[src/rtl/trng_crngt_ctrl.sv]
// Sequencer for the TRNG entropy path: clear, warm-up, collect into the EHR, hand off to the host.
// Optional macro TRNG_CRNGT_AUTO_RETRY_EN: a failed attempt restarts from CLEAR up to MAX_RETRY times.
module trng_crngt_ctrl #(
    parameter int WARMUP_W   = 16,
    parameter int TIMEOUT_W  = 20,
    parameter int WORDS      = 12,
    parameter int ERR_THRESH = 4,
    parameter int MAX_RETRY  = 3
) (
    input  logic                 rng_clk,
    input  logic                 rst_n,
    input  logic                 start,
    input  logic                 stop,
    input  logic [WARMUP_W-1:0]  warmup_cycles,
    input  logic [TIMEOUT_W-1:0] timeout_cycles,
    input  logic                 crngt_valid,
    input  logic                 crngt_err,
    input  logic                 ehr_ack,
    output logic                 rnd_src_en,
    output logic                 rst_trng_logic,
    output logic                 trng_valid,
    output logic                 ehr_wr,
    output logic [3:0]           ehr_idx,
    output logic                 busy,
    output logic                 done_irq,
    output logic                 err_irq,
    output logic                 timeout_irq,
    output logic [7:0]           err_cnt,
    output logic [1:0]           retry_cnt
);

    typedef enum logic [2:0] {IDLE, CLEAR, WARMUP, COLLECT, FULL, FAIL} state_e;

    localparam logic [3:0] LastIdx   = 4'(WORDS - 1);
    localparam logic [8:0] ErrThresh = 9'(ERR_THRESH);

    state_e                state_q;
    logic [WARMUP_W-1:0]   warmCnt_q;
    logic [TIMEOUT_W-1:0]  wdCnt_q;
    logic [3:0]            idx_q;
    logic [7:0]            errCnt_q, errCnt_d;
    logic [1:0]            retry_q;
    logic                  rndEn_q, rstLogic_q, valid_q, busy_q;
    logic                  doneIrq_q, errIrq_q, toIrq_q;
    logic                  errHit, wdHit, lastWord;

    assign ehr_wr         = (state_q == COLLECT) && crngt_valid;
    assign ehr_idx        = idx_q;
    assign rnd_src_en     = rndEn_q;
    assign rst_trng_logic = rstLogic_q;
    assign trng_valid     = valid_q;
    assign busy           = busy_q;
    assign done_irq       = doneIrq_q;
    assign err_irq        = errIrq_q;
    assign timeout_irq    = toIrq_q;
    assign err_cnt        = errCnt_q;
    assign retry_cnt      = retry_q;

    always_comb begin
        errCnt_d = errCnt_q;
        if (crngt_err && (errCnt_q != 8'hFF)) begin
            errCnt_d = errCnt_q + 8'd1;
        end
        errHit   = crngt_err && (({1'b0, errCnt_q} + 9'd1) >= ErrThresh);
        wdHit    = (wdCnt_q == TIMEOUT_W'(1));
        lastWord = ehr_wr && (idx_q == LastIdx);
    end

    // Outputs are registered alongside the state so each one changes on the same edge as its state.
    always_ff @(posedge rng_clk or negedge rst_n) begin
        if (!rst_n) begin
            state_q    <= IDLE;
            warmCnt_q  <= '0;
            wdCnt_q    <= '0;
            idx_q      <= '0;
            errCnt_q   <= '0;
            retry_q    <= '0;
            rndEn_q    <= 1'b0;
            rstLogic_q <= 1'b0;
            valid_q    <= 1'b0;
            busy_q     <= 1'b0;
            doneIrq_q  <= 1'b0;
            errIrq_q   <= 1'b0;
            toIrq_q    <= 1'b0;
        end else begin
            rstLogic_q <= 1'b0;
            if (stop) begin
                state_q <= IDLE;
                rndEn_q <= 1'b0;
                valid_q <= 1'b0;
                busy_q  <= 1'b0;
            end else begin
                case (state_q)
                    IDLE: begin
                        if (start) begin
                            doneIrq_q  <= 1'b0;
                            errIrq_q   <= 1'b0;
                            toIrq_q    <= 1'b0;
                            errCnt_q   <= '0;
                            retry_q    <= '0;
                            idx_q      <= '0;
                            rstLogic_q <= 1'b1;
                            busy_q     <= 1'b1;
                            state_q    <= CLEAR;
                        end
                    end
                    CLEAR: begin
                        warmCnt_q <= warmup_cycles;
                        rndEn_q   <= 1'b1;
                        state_q   <= WARMUP;
                    end
                    WARMUP: begin
                        // A load of 0 or 1 both give a single warm-up cycle.
                        if (warmCnt_q != '0) begin
                            warmCnt_q <= warmCnt_q - 1'b1;
                        end
                        if (warmCnt_q <= WARMUP_W'(1)) begin
                            wdCnt_q <= timeout_cycles;
                            state_q <= COLLECT;
                        end
                    end
                    COLLECT: begin
                        if (ehr_wr) begin
                            idx_q <= idx_q + 4'd1;
                        end
                        errCnt_q <= errCnt_d;
                        if (wdCnt_q != '0) begin
                            wdCnt_q <= wdCnt_q - 1'b1;
                        end
                        if (errHit || wdHit) begin
                            if (wdHit) begin
                                toIrq_q <= 1'b1;
                            end
                            rndEn_q <= 1'b0;
                            state_q <= FAIL;
                        end else if (lastWord) begin
                            doneIrq_q <= 1'b1;
                            valid_q   <= 1'b1;
                            rndEn_q   <= 1'b0;
                            state_q   <= FULL;
                        end
                    end
                    FULL: begin
                        if (ehr_ack) begin
                            valid_q <= 1'b0;
                            busy_q  <= 1'b0;
                            state_q <= IDLE;
                        end
                    end
                    FAIL: begin
`ifdef TRNG_CRNGT_AUTO_RETRY_EN
                        if (int'(retry_q) < MAX_RETRY) begin
                            retry_q    <= retry_q + 2'd1;
                            errCnt_q   <= '0;
                            idx_q      <= '0;
                            rstLogic_q <= 1'b1;
                            state_q    <= CLEAR;
                        end else begin
                            errIrq_q <= 1'b1;
                            busy_q   <= 1'b0;
                            state_q  <= IDLE;
                        end
`else
                        errIrq_q <= 1'b1;
                        busy_q   <= 1'b0;
                        state_q  <= IDLE;
`endif
                    end
                    default: begin
                        state_q <= IDLE;
                    end
                endcase
            end
        end
    end

endmodule

[config.mk]
export PLATFORM = sky130hd
export DESIGN_NAME = trng_crngt_ctrl
export DESIGN_NICKNAME = d
export VERILOG_FILES = /design/src/rtl/trng_crngt_ctrl.sv
export SDC_FILE = /design/constraint.sdc
export NUM_CORES = 1
export LEC_CHECK = 0
export BUFFER_PORTS_ARGS = -buffer_cell sky130_fd_sc_hd__buf_2
export CORE_ASPECT_RATIO = 2
export CORE_MARGIN = 1.5
export CORE_UTILIZATION = 50
export DETAILED_ROUTE_END_ITERATION = 8
export PLACE_DENSITY = 0.76
export SYNTH_ARGS = -nofsm -noshare
export SYNTH_HDL_FRONTEND = slang
export SYNTH_SLANG_ARGS = --single-unit
[constraint.sdc]
create_clock -name rng_clk -period 2.2 [get_ports rng_clk]
set_clock_uncertainty 0.15 [all_clocks]
set_input_delay 0.22 -clock rng_clk [delete_from_list [all_inputs] [get_ports rng_clk]]
set_output_delay 0.22 -clock rng_clk [all_outputs]
set_load 0.1 [all_outputs]
# == Yosys cells after proc, flatten, opt, wreduce, memory -nomap -nowiden ==
# Index checks and enable logic that the tools add are counted.
# totals
output_inout_bits,22
ff_bits,58
input_bits,43
elab_cells,109
# classes
bitwise_logic,1
magnitude_cmp,2
n_reduce_logical,26
n_eq_ne,24
mux,39
add_sub_neg,5
# op_table
cell,count
20-bit 2-to-1 mux,2
20-bit case mux with 2 select lines,1
16-bit case mux with 2 select lines,1
"20-bit by 1-bit equality test with 1-bit output, second input constant",1
4-bit AND reduction,5
20-bit nonzero test,1
"20-bit by 1-bit subtractor with 20-bit output, second input constant",1
3-bit 2-to-1 mux,6
"16-bit by 1-bit <= comparator with 1-bit output, second input constant",1
16-bit 2-to-1 mux,1
8-bit 2-to-1 mux,2
8-bit case mux with 2 select lines,1
16-bit nonzero test,1
"16-bit by 1-bit subtractor with 16-bit output, second input constant",1
1-bit 2-to-1 mux,15
"3-bit inequality test, second input constant",5
3-bit case mux with 5 select lines,1
"2-bit inequality test, second input constant",7
1-bit case mux with 2 select lines,5
5-bit AND reduction,2
"8-bit by 1-bit adder with 9-bit output, second input constant",1
"9-bit by 3-bit greater-or-equal comparator with 1-bit output, second input constant",1
3-bit AND reduction,3
"8-bit by 1-bit adder with 8-bit output, second input constant",1
other kinds (19),31

# == Longest topological paths before layout ==
# Gate-level depths: netlist (run 1).
# logic_depth
ltp_word,7
ltp_mapped,10

# == Worst setup path after synthesis (run 1) ==
# No wires, ideal clock.
# synth_timing
kind,flip-flop to flip-flop
startpoint,"register errCnt_q[0], in the netlist err_cnt[0]"
endpoint,"register doneIrq_q, in the netlist done_irq"
path_slack_ns,-0.666
stages_incl_launch_ff,8
required_ns,1.981
setup_time_ns,0.069
n_path_buf,0
arrival_ns,2.647
path_cell_list,dfrtp_1 -> ha_1 -> or4_1 -> o41ai_1 -> o32ai_1 -> nor3_2 -> nor3b_1 -> a22o_1
# synth_via
elab_chain_len,6
# synth_lines
item,line,text
"start, declared",41,"logic [7:0] errCnt_q, errCnt_d;"
"start signal, assigned",126,errCnt_q <= errCnt_d;
8-bit by 1-bit adder with 9-bit output,64,"errHit = crngt_err && (({1'b0, errCnt_q} + 9'd1) >= ErrThresh);"
9-bit by 3-bit greater-or-equal comparator with 1-bit output,64,
1-bit logical AND,64,
1-bit logical OR,130,if (errHit || wdHit) begin
2-bit inequality test (no line),n/a,
5-bit AND reduction (no line),n/a,
"end signal, assigned",82,doneIrq_q <= 1'b0;
"end signal, assigned",96,doneIrq_q <= 1'b0;
"end signal, assigned",137,doneIrq_q <= 1'b1;
"end, declared",44,"logic doneIrq_q, errIrq_q, toIrq_q;"
# Every way passes these cells.
# A chain may end at the register's enable or synchronous reset.

# == Worst setup path in the final report (run 1) ==
# layout_timing
startpoint,register warmCnt_q[10]
endpoint,register warmCnt_q[15]
# layout_via
elab_chain_len,3
# layout_lines
item,line,text
"start, declared",38,logic [WARMUP_W-1:0] warmCnt_q;
"start signal, assigned",108,warmCnt_q <= warmup_cycles;
"start signal, assigned",115,warmCnt_q <= warmCnt_q - 1'b1;
16-bit by 1-bit subtractor with 16-bit output / 16-bit nonzero test (equally long branches),"115, 114",
16-bit 2-to-1 mux / 2-bit inequality test (equally long branches),n/a,
16-bit case mux with 2 select lines / 3-bit AND reduction (equally long branches),n/a,
# Several ways; a longest one is shown, not always the timed one. The select of a mux whose other input is x is not followed.

==> metrics.txt, run 1 <==
Gate power share=~37%; row cnt=between 40 and 50; Pins Over Slew Limit=0; Final GP Congestion=approximately 0.95; R2R Setup Slk=-0.10 ns; Mapped Cells=436; CP startpoint=warmCnt_q[10]; Final period util=105%; largest net degree at the start of global routing=59; GRT overflow=0; DR pass1 iterations=5; Final Net Count=606; FFs w/ async S/R, synth=between 90% and 100%; area grow syn2layout=45.5%; Initial Utilization=roughly half; final WL=about 11000 um; VDD IR max=roughly 0.80 mV; internal power=3.31 mW; DIE HEIGHT=123 um; Crit. End Element=flop; placed cells=619; Detailed Route Iter0 Violations=between 400 and 500; crit path to=warmCnt_q[15]; post-synthesis sequential area ratio=approximately 40%; Die ar.=between 0.007 and 0.008 mm2; clock-pin slew on the worst setup and hold paths=~0.050 ns; CP max FO=5; GRT Util Overall=28.5%; H-tree Lvls=3; RSZ-0062 raised after global routing=yes; post-synth cell types=59; hold_ws=-0.00650 ns; Chip Width=~63 um; worst skew pair latency=around 0.34 ns; Top FF cell, synth=dfrtp_1; Synthesis Warnings=0; Post-synth EDFFs=0; fmax=435 MHz; core area=0.00694 mm2; switching part of the total power=between 30% and 40%; worst r2r src=warmCnt_q[10]; Clock Path Buffers=2; R2R depth=8; vias in the first global route=roughly 3800; Synth Register Bits=58; pwr/cell area=just under 1000 mW/mm2; DR vias=around 4000; Tmin final=2.30 ns; Worst Slack Setup Final=-0.100 ns; CTS buffer count=9; Flop pwr share=31.5%; TritonCTS clock tree=done; initial antenna violation count=0; IO Pins=65; Leak Pwr=roughly 2.3 nW; capturing point of the worst reg2reg path=warmCnt_q[15]; cell area after layout=0.00523 mm2; synthesized area per cell=just over 8 um2; IO Port Bufs=a little over 60; CTS sink cnt=between 50 and 60; type of the worst min-delay path=in2reg; Residual DRC=0; placed cell area=roughly 0.0044 mm2; Max Cap Viol=0; fill cell total of the finished layout=482; proportion of layout cells with a drive suffix above 1=a little under two fifths; run status=finished with violations; Vias/cell=6.15; Critical Path AT=2.42 ns; Fin Setup TNS=-1.46 ns; WP data required=2.32 ns; global-route wire length before repair=17200 um; failing checks=hold timing, setup timing; dpl hpwl=approximately 7000 um; number of nets with antenna violations after routing=0; Post-Syn Area=around 0.0036 mm2; Setup crit start kind=flop; final hold vios=3; Wirelength per Cell=17.4 um; n_diodes=0; final core utilization=around 75%; final setup fails=24; worst setup path class=reg2reg; clock share of power=31.5%; clock root cell=clkbuf_16; Post-Layout Cell Count=652; P_sw=approximately 1.8 mW; Hold Crit Depth=3
[placed cells by master (no fill, tap or decap), drive strengths merged, types with 2 or more instances in the layout]
cell type / Yosys / routed
clkbuf: 17 / 12
and3: 3 / 4
conb: 1 / 2
nand2: 28 / 28
nor2b: 3 / 3
nand4: 6 / 6
nand2b: 2 / 2
a41oi: 2 / 2
nand3b: 2 / 2
dfrtp: 58 / 58
a2bb2oi: 2 / 2
a31oi: 4 / 4
inv: 12 / 12
xor2: 3 / 3
o21a: 3 / 3
and4: 2 / 2
nor3: 24 / 24
o21ai: 72 / 72
or4: 3 / 3
nand4b: 3 / 3
o31ai: 3 / 3
buf: 11 / 133
a21oi: 42 / 42
o31a: 2 / 2
and2: 3 / 3
bufinv: 0 / 3
o2bb2ai: 6 / 6
a22o: 3 / 3
o22ai: 2 / 2
nand3: 13 / 13
nor3b: 5 / 5
nor4: 14 / 14
ha: 6 / 6
a22oi: 6 / 6
nor2: 48 / 48
a21o: 3 / 3
clkinv: 0 / 3
o41ai: 2 / 2
or3: 4 / 4
o211ai: 2 / 2
[cell type report]
| class | instances | area [um2] | area share (%) |
|---|---|---|---|
| repair buffers | 136 | 997 | 19.1 |
| inverters | 12 | 45.0 | 0.861 |
| clock buffers | 10 | 229 | 4.38 |
| multi-input cells | 340 | 2280 | 43.5 |
| flip-flops and latches | 58 | 1470 | 28.0 |
| well taps | 90 | 113 | 2.15 |
| clock inverters | 6 | 105 | 2.01 |
[registers in the layout (all words and copies together), names as in the netlist]
register        count
err_irq             1
err_cnt             8
busy                1
rst_trng_logic      1
timeout_irq         1
ehr_idx             4
trng_valid          1
done_irq            1
rnd_src_en          1
state_q             3
warmCnt_q          16
wdCnt_q            20
[per-stage QoR]
stage	power [mW]	setup WS [ns]	hold WS [ns]
2_1_floorplan	2.43	-0.160	-0.226
3_3_place_gp	3.05	-0.0494	0.102
3_5_place_dp	3.09	-0.126	0.0987
4_1_cts	4.80	-0.0258	0.00591
5_1_grt	5.34	-0.178	0.0245
6_report	5.11	-0.100	-0.00650
[logic make-up after synthesis]
family,Yosys count,share of synthesized area [%]
adders and majority gates,6,2.09
buffers and inverters,40,5.11
DFF,58,40.3
other,1,0.104
AOI/OAI and AO/OA,161,26.4
muxes,1,0.278
and+or+nand+nor,166,24.9
xor gates and xnor gates,3,0.731
[power groups by stage]
| stage | clock network (mW) | registers, mW | logic (mW) |
|---|---|---|---|
| 2_1_floorplan | 0 | 1.63 | 0.791 |
| 3_3_place_gp | 0 | 1.57 | 1.48 |
| 3_5_place_dp | 0 | 1.58 | 1.51 |
| 4_1_cts | 1.62 | 1.58 | 1.61 |
| 5_1_grt | 1.65 | 1.64 | 2.05 |
| 6_report | 1.61 | 1.61 | 1.89 |
[cell usage after synthesis, types with 3 or more instances]
cell type  instances  area share, %
o21ai_0           71            9.9
dfrtp_1           58             40
nor2_1            48            5.0
a21oi_1           42            5.8
nand2_1           28            2.9
nor3_1            23            3.2
clkbuf_1          16            1.7
nand3_1           13            1.8
inv_1             12            1.3
nor4_1            12            2.1
a22oi_1            6            1.3
ha_1               6            2.1
nand4_1            6            1.0
o2bb2ai_1          6            1.5
buf_2              5           0.70
a31oi_1            4           0.70
nor3b_1            4           0.83
or3_1              4           0.70
a21o_1             3           0.63
a22o_1             3           0.73
and2_1             3           0.52
buf_4              3           0.63
nand4b_1           3           0.73
nor2b_1            3           0.52
o21a_1             3           0.63
o31ai_1            3           0.63
xor2_1             3           0.73
[worst min-delay path by stage]
stage                 startpoint            end  slack (ns)
2_1_floorplan              rst_n           busy       -0.23
3_3_place_gp               rst_n     wdCnt_q[9]        0.10
3_5_place_dp               rst_n     wdCnt_q[9]         0.1
4_1_cts        warmup_cycles[15]  warmCnt_q[15]       0.006
5_1_grt         warmup_cycles[3]   warmCnt_q[3]        0.02
6_report        warmup_cycles[5]   warmCnt_q[5]      -0.006
[critical path, stage by stage, from the launching register on]
cell and delay, ns:
dfrtp_1 0.39, buf_6 0.12, or4_4 0.52, o311a_4 0.40
o21ai_4 0.19, buf_12 0.15, buf_12 0.11, a21o_1 0.10
o2bb2ai_2 0.09
[layer usage]
layer | GRT usage (%) | vias up | wire length, um
li1 | - | 1867 | -
met1 | 29.6 | 1932 | 4120
met2 | 51.3 | 164 | 6170
met3 | 6.55 | 50 | 522
met4 | 17.5 | 0 | 546
met5 | 0 | - | 0
[timing repair]
item / CTS / global route
hold buffers: 1 / 0
pin swaps: 9 / 18
buffers inserted: 2 / 10
cloned: 3 / 2
endpoints found under the setup margin: 34 / 40
hold endpoints to repair: 58 / 0
resized for setup: 16 / 76
Power figures use the tool's default switching activity.
==> run 2: changes to the inputs <==
ABC_AREA = 1   (was unset)
PLACE_DENSITY = 0.75   (was 0.76)
==> run 2 against run 1 <==
The flow now finishes without violations. Highest routed layer unchanged. Non-clock buffer count is 53 lower. Final cell count rose by 6.1%. Combinational power up 43%. Clock power is 16% lower. Total power rose by 16%.
==> metrics.txt, run 2 <==
global-route wire length before repair=roughly 16000 um; commonest non-fill, non-tap cell in the layout=nand2_1; Post-synth EDFFs=0; Chip Width=63.9 um; vias in the first global route=approximately 3800; GRT Util Overall=approximately 26%; Synth Register Bits=58; VDD IR max=approximately 0.86 mV; n_diodes=0; DR pass1 iterations=5; DIE HEIGHT=about 120 um; proportion of layout cells with a drive suffix above 1=a little over a fifth; run status=completed; Residual DRC=0; Vias/cell=between 5 and 6; final hold vios=0; Worst Slack Setup Final=0.100 ns; DR vias=between 3000 and 4000; dpl hpwl=around 7300 um; RSZ-0062 raised after global routing=no; crit-path max cell delay=0.55 ns; Crit-path slowest cell=dfrtp_1; most common cell in the netlist=nand2_1; post-synth cell types=42; Leak Pwr=between 2 and 2.5 nW; worst skew pair latency=~0.33 ns; Initial Utilization=51.4%; Top FF cell, synth=dfrtp_1; pre-CTS setup slack=0.156 ns; fmax=around 480 MHz; Pins Over Slew Limit=0; Top reg by flops=wdCnt_q; CTS sink cnt=58; largest cells by area after synthesis=dfrtp_1, nand2_1, o21ai_0, inv_1, nor2_1; Setup crit start kind=flop; TritonCTS clock tree=done; R2R Setup Slk=0.14 ns; IO Pins=65; largest net degree at the start of global routing=29; number of nets with antenna violations after routing=0; Slew HR=between 50% and 60%; Detailed Route Iter0 Violations=285; CP max FO=23; Synth top cells by count=nand2_1, inv_1, dfrtp_1, nor2_1, o21ai_0; Critical Path AT=roughly 1.7 ns; Final Net Count=~640; IO Port Bufs=62; Final period util=95.4%; H-tree Lvls=3; worst setup path class=reg2out; clock root cell=clkbuf_16; Clock Path Buffers=2; Largest register FFs=20; cell taking the most area after synthesis=dfrtp_1; Post-Syn Area=around 0.0037 mm2; Worst Tran Pin Value=approximately 0.66 ns; row cnt=44; CTS buffer count=9; initial antenna violation count=0; post-synth top area share=roughly 40%; final setup fails=0; WP data required=between 1.5 and 2 ns; Fin Setup TNS=0 ns; Tmin final=about 2.1 ns; Final GP Congestion=0.883; Synthesis Warnings=0; clock-pin slew on the worst setup and hold paths=0.05 ns; final WL=9800 um; FFs w/ async S/R, synth=100%; area grow syn2layout=22.7%; crit-path cells=nand2_2 -> buf_4 -> nor2_2 -> buf_12; GRT overflow=0; core area=a little over 0.007 mm2; Crit. End Element=output pin; Die ar.=~0.008 mm2; most frequent cells in the layout=nand2_1, buf_2, inv_1; Max Cap Viol=0; Mapped Cells=~520; type of the worst min-delay path=in2reg; synthesized area per cell=7.11 um2; pwr/cell area=approximately 1300 mW/mm2; post-synthesis sequential area ratio=39.2%; Wirelength per Cell=14.2 um
==> run 2: layer usage <==
layer	GRT usage, %	vias to the layer above	share of wire [%]
met5	0	-	0
met4	14.1	0	3.6
met3	4.52	28	3.5
met2	47.8	113	56
met1	25.9	1824	37
li1	-	1875	-
==> run 2: area by class of cell <==
| type | count | area [um2] |
|---|---|---|
| clock buffers | 14 | 284 |
| well taps | 92 | 115 |
| repair buffers | 83 | 510 |
| clock inverters | 2 | 10.0 |
| multi-input cells | 376 | 1910 |
| inverters | 67 | 254 |
| flip-flops and latches | 58 | 1460 |
| fillers | 667 | 2660 |
==> run 2: through the flow <==
stage                     utilization [%]  hold slack (ns)  instances  area [um2]  power, mW
after detailed placement             58.2            0.140        673        4190       4.47
after global placement               58.2            0.133        673        4190       4.39
after floorplan                         -           -0.226        522        3720       3.79
final                                63.1           0.0123        692        4550       5.91
after global routing                 63.1           0.0157        692        4550       6.29
after CTS                            62.4          0.00215        690        4500       5.86
==> run 2: path summary, 6_finish.rpt <==
path                                   from       endpoint  cells after the start
min reg2reg                      trng_valid     trng_valid                      2
max                              state_q[0]         ehr_wr                      4
min in group asynchronous             rst_n     err_cnt[5]                      2
max reg2reg                     wdCnt_q[10]     rnd_src_en                     10
min                        warmup_cycles[1]   warmCnt_q[1]                      3
max in group asynchronous             rst_n  warmCnt_q[15]                      3
==> run 2: power by group <==
part / internal, mW / total [mW] / switching (mW) / leakage, nW
registers: 1.47 / 1.85 / 0.376 / 0.721
logic: 0.858 / 2.70 / 1.84 / 1.34
clock network: 0.880 / 1.36 / 0.478 / 0.149
total: 3.21 / 5.91 / 2.70 / 2.21
==> run 2: cell families after synthesis <==
family	share of synthesized area [%]
xor+xnor	1.89
other cells	0.101
flops	39.2
compound gates	20.4
fa+ha+maj	2.03
simple gates	26.5
buf+inv	9.89
==> run 2: critical path, delay by kind of cell (launching register included) <==
family / cells / cell delay (ns)
and+or+nand+nor: 2 / 0.38
DFF: 1 / 0.55
buffers and inverters: 2 / 0.46
==> run 2: repair_timing <==
action / CTS / global route
gates resized for setup: 1 / 8
buffers inserted: 0 / 2
hold endpoints to repair: 26 / 0
hold buffers: 1 / 0
endpoints found under the setup margin: 1 / 14
==> run 3: changes to the inputs <==
CORE_UTILIZATION = 48   (was 50)
PLACE_DENSITY = 0.73   (was 0.75)
==> run 3 against run 2 <==
Final cell count shrank 0.29%. Worst hold slack got worse by 0.0021 ns. Total power is 1.3% higher. Sequential power about the same. First-iteration DRC count decreased by 12%. Register-to-register slack gained 0.02 ns. Die area is 4.0% higher. Combinational power is 3% lower. Wire length decreased by 1.4%. Global-route usage is 0.63 points lower. Critical path type unchanged.
==> metrics.txt, run 3 (same netlist as run 2, synthesis figures left out) <==
VDD IR max=roughly 0.82 mV; Crit-path slowest cell=dfrtp_1; Detailed Route Iter0 Violations=roughly 250; global-route wire length before repair=16100 um; pwr/cell area=around 1300 mW/mm2; crit-path cells=nor2_4 -> nand2_1 -> buf_6 -> nor2_2 -> buf_12; worst r2r src=wdCnt_q[0]; core area=between 0.007 and 0.008 mm2; clock-pin slew on the worst setup and hold paths=approximately 0.050 ns; row cnt=45; fmax=483 MHz; final core utilization=between 60 and 70%; RSZ-0062 raised after global routing=no; IO Pins=between 60 and 70; HP Start=warmup_cycles[13]; Setup crit start kind=flop; Leak Pwr=between 2 and 2.5 nW; worst skew pair latency=0.33 ns; final setup fails=0; CTS buffer count=9; type of the worst min-delay path=in2reg; Die ar.=between 0.008 and 0.009 mm2; most frequent cells in the layout=nand2_1, buf_2, inv_1; run status=completed; R2R depth=12; Max Cap Viol=0; DIE HEIGHT=between 100 and 150 um; CP max FO=23; CP startpoint=state_q[2]; Tmin final=between 2 and 2.5 ns; Worst Tran Pin Value=between 0.6 and 0.7 ns; Clock Path Buffers=2; largest net degree at the start of global routing=36; Wirelength per Cell=14.0 um; Chip Width=65.1 um; n_diodes=0; proportion of layout cells with a drive suffix above 1=between 20% and 30%; Crit. End Element=output pin; Largest register FFs=20; Vias/cell=5.44; H-tree Lvls=3; TritonCTS clock tree=done; hold_ws=about 0.010 ns; clock root cell=clkbuf_16; final WL=between 9000 and 10000 um; CTS sink cnt=between 50 and 60; IO Port Bufs=62; final hold vios=0; Hold Crit Depth=3; DR pass1 iterations=5; Final Net Count=640; Initial Utilization=about half; crit-path max cell delay=0.43 ns; placed cell area=around 0.0042 mm2; worst setup path class=reg2out; Pins Over Slew Limit=0; number of nets with antenna violations after routing=0; Critical Path AT=around 1.7 ns; R2R Setup Slk=0.16 ns; Fin Setup TNS=0 ns; initial antenna violation count=0; Residual DRC=0; Final period util=between 90% and 100%; fill cell total of the finished layout=between 700 and 800; dpl hpwl=7180 um; cell area after layout=0.00455 mm2; GRT overflow=0; commonest non-fill, non-tap cell in the layout=nand2_1; DR vias=3757; GRT Util Overall=about a quarter; Top reg by flops=wdCnt_q; Slew HR=approximately three fifths; Tot Pwr=around 6.0 mW; area grow syn2layout=22.8%; vias in the first global route=around 3600; Final GP Congestion=~0.9; WP data required=~1.8 ns
## run 3: changes by cell type in the layout (fill, tap and decap cells not counted), moves of 2 or more
cell,delta
clkbuf_8,-3
nand2_1,+2
nor2_1,+2
buf_4,-5
nand2_2,-2
bufinv_16,+2
nor2_2,-2
## run 3: layout make-up
type | instances | area, um2 | area share [%]
inverters | 67 | 254 | 5.58
repair buffers | 79 | 484 | 10.6
clock buffers | 11 | 243 | 5.33
well taps | 94 | 118 | 2.58
flip-flops and latches | 58 | 1460 | 32.1
multi-input cells | 376 | 1910 | 42.1
clock inverters | 5 | 77.6 | 1.70
## run 3: worst paths after layout
kind	to
worst max-delay path	ehr_wr
worst min-delay path	warmCnt_q[13]
worst max register to register	wdCnt_q[15]
worst min register to register	warmCnt_q[9]
max in group asynchronous	state_q[0]
min in group asynchronous	wdCnt_q[7]
## run 3: power breakdown
group | switching (mW) | total, mW | internal [mW]
clock | 0.491 | 1.51 | 1.02
combinational | 1.81 | 2.62 | 0.815
sequential | 0.378 | 1.85 | 1.47
total | 2.68 | 5.98 | 3.31
## run 3: repair_timing
item,4_1_cts,5_1_grt
setup buffers,0,0
hold buffers,1,0
hold endpoints to repair,23,0
setup endpoints to repair,0,21
gates resized for setup,0,9
## run 3: layer usage
metal / GRT usage [%] / routed length (um)
met5: 0 / 0
met4: 9.93 / 191
met3: 5.81 / 344
met2: 47.1 / 5540
met1: 26.1 / 3590
## run 3: stage by stage
step	worst slack, ns	std cells
3_5_place_dp	0.0346	673
5_1_grt	0.0124	690
2_1_floorplan	0.0117	522
3_3_place_gp	0.0421	673
4_1_cts	0.00423	690
6_report	0.128	690
## run 3: critical path, delay by kind of cell, from the launching register on
kind,cells,cell delay (ns)
simple gates,3,0.50
buf+inv,2,0.44
flops,1,0.43
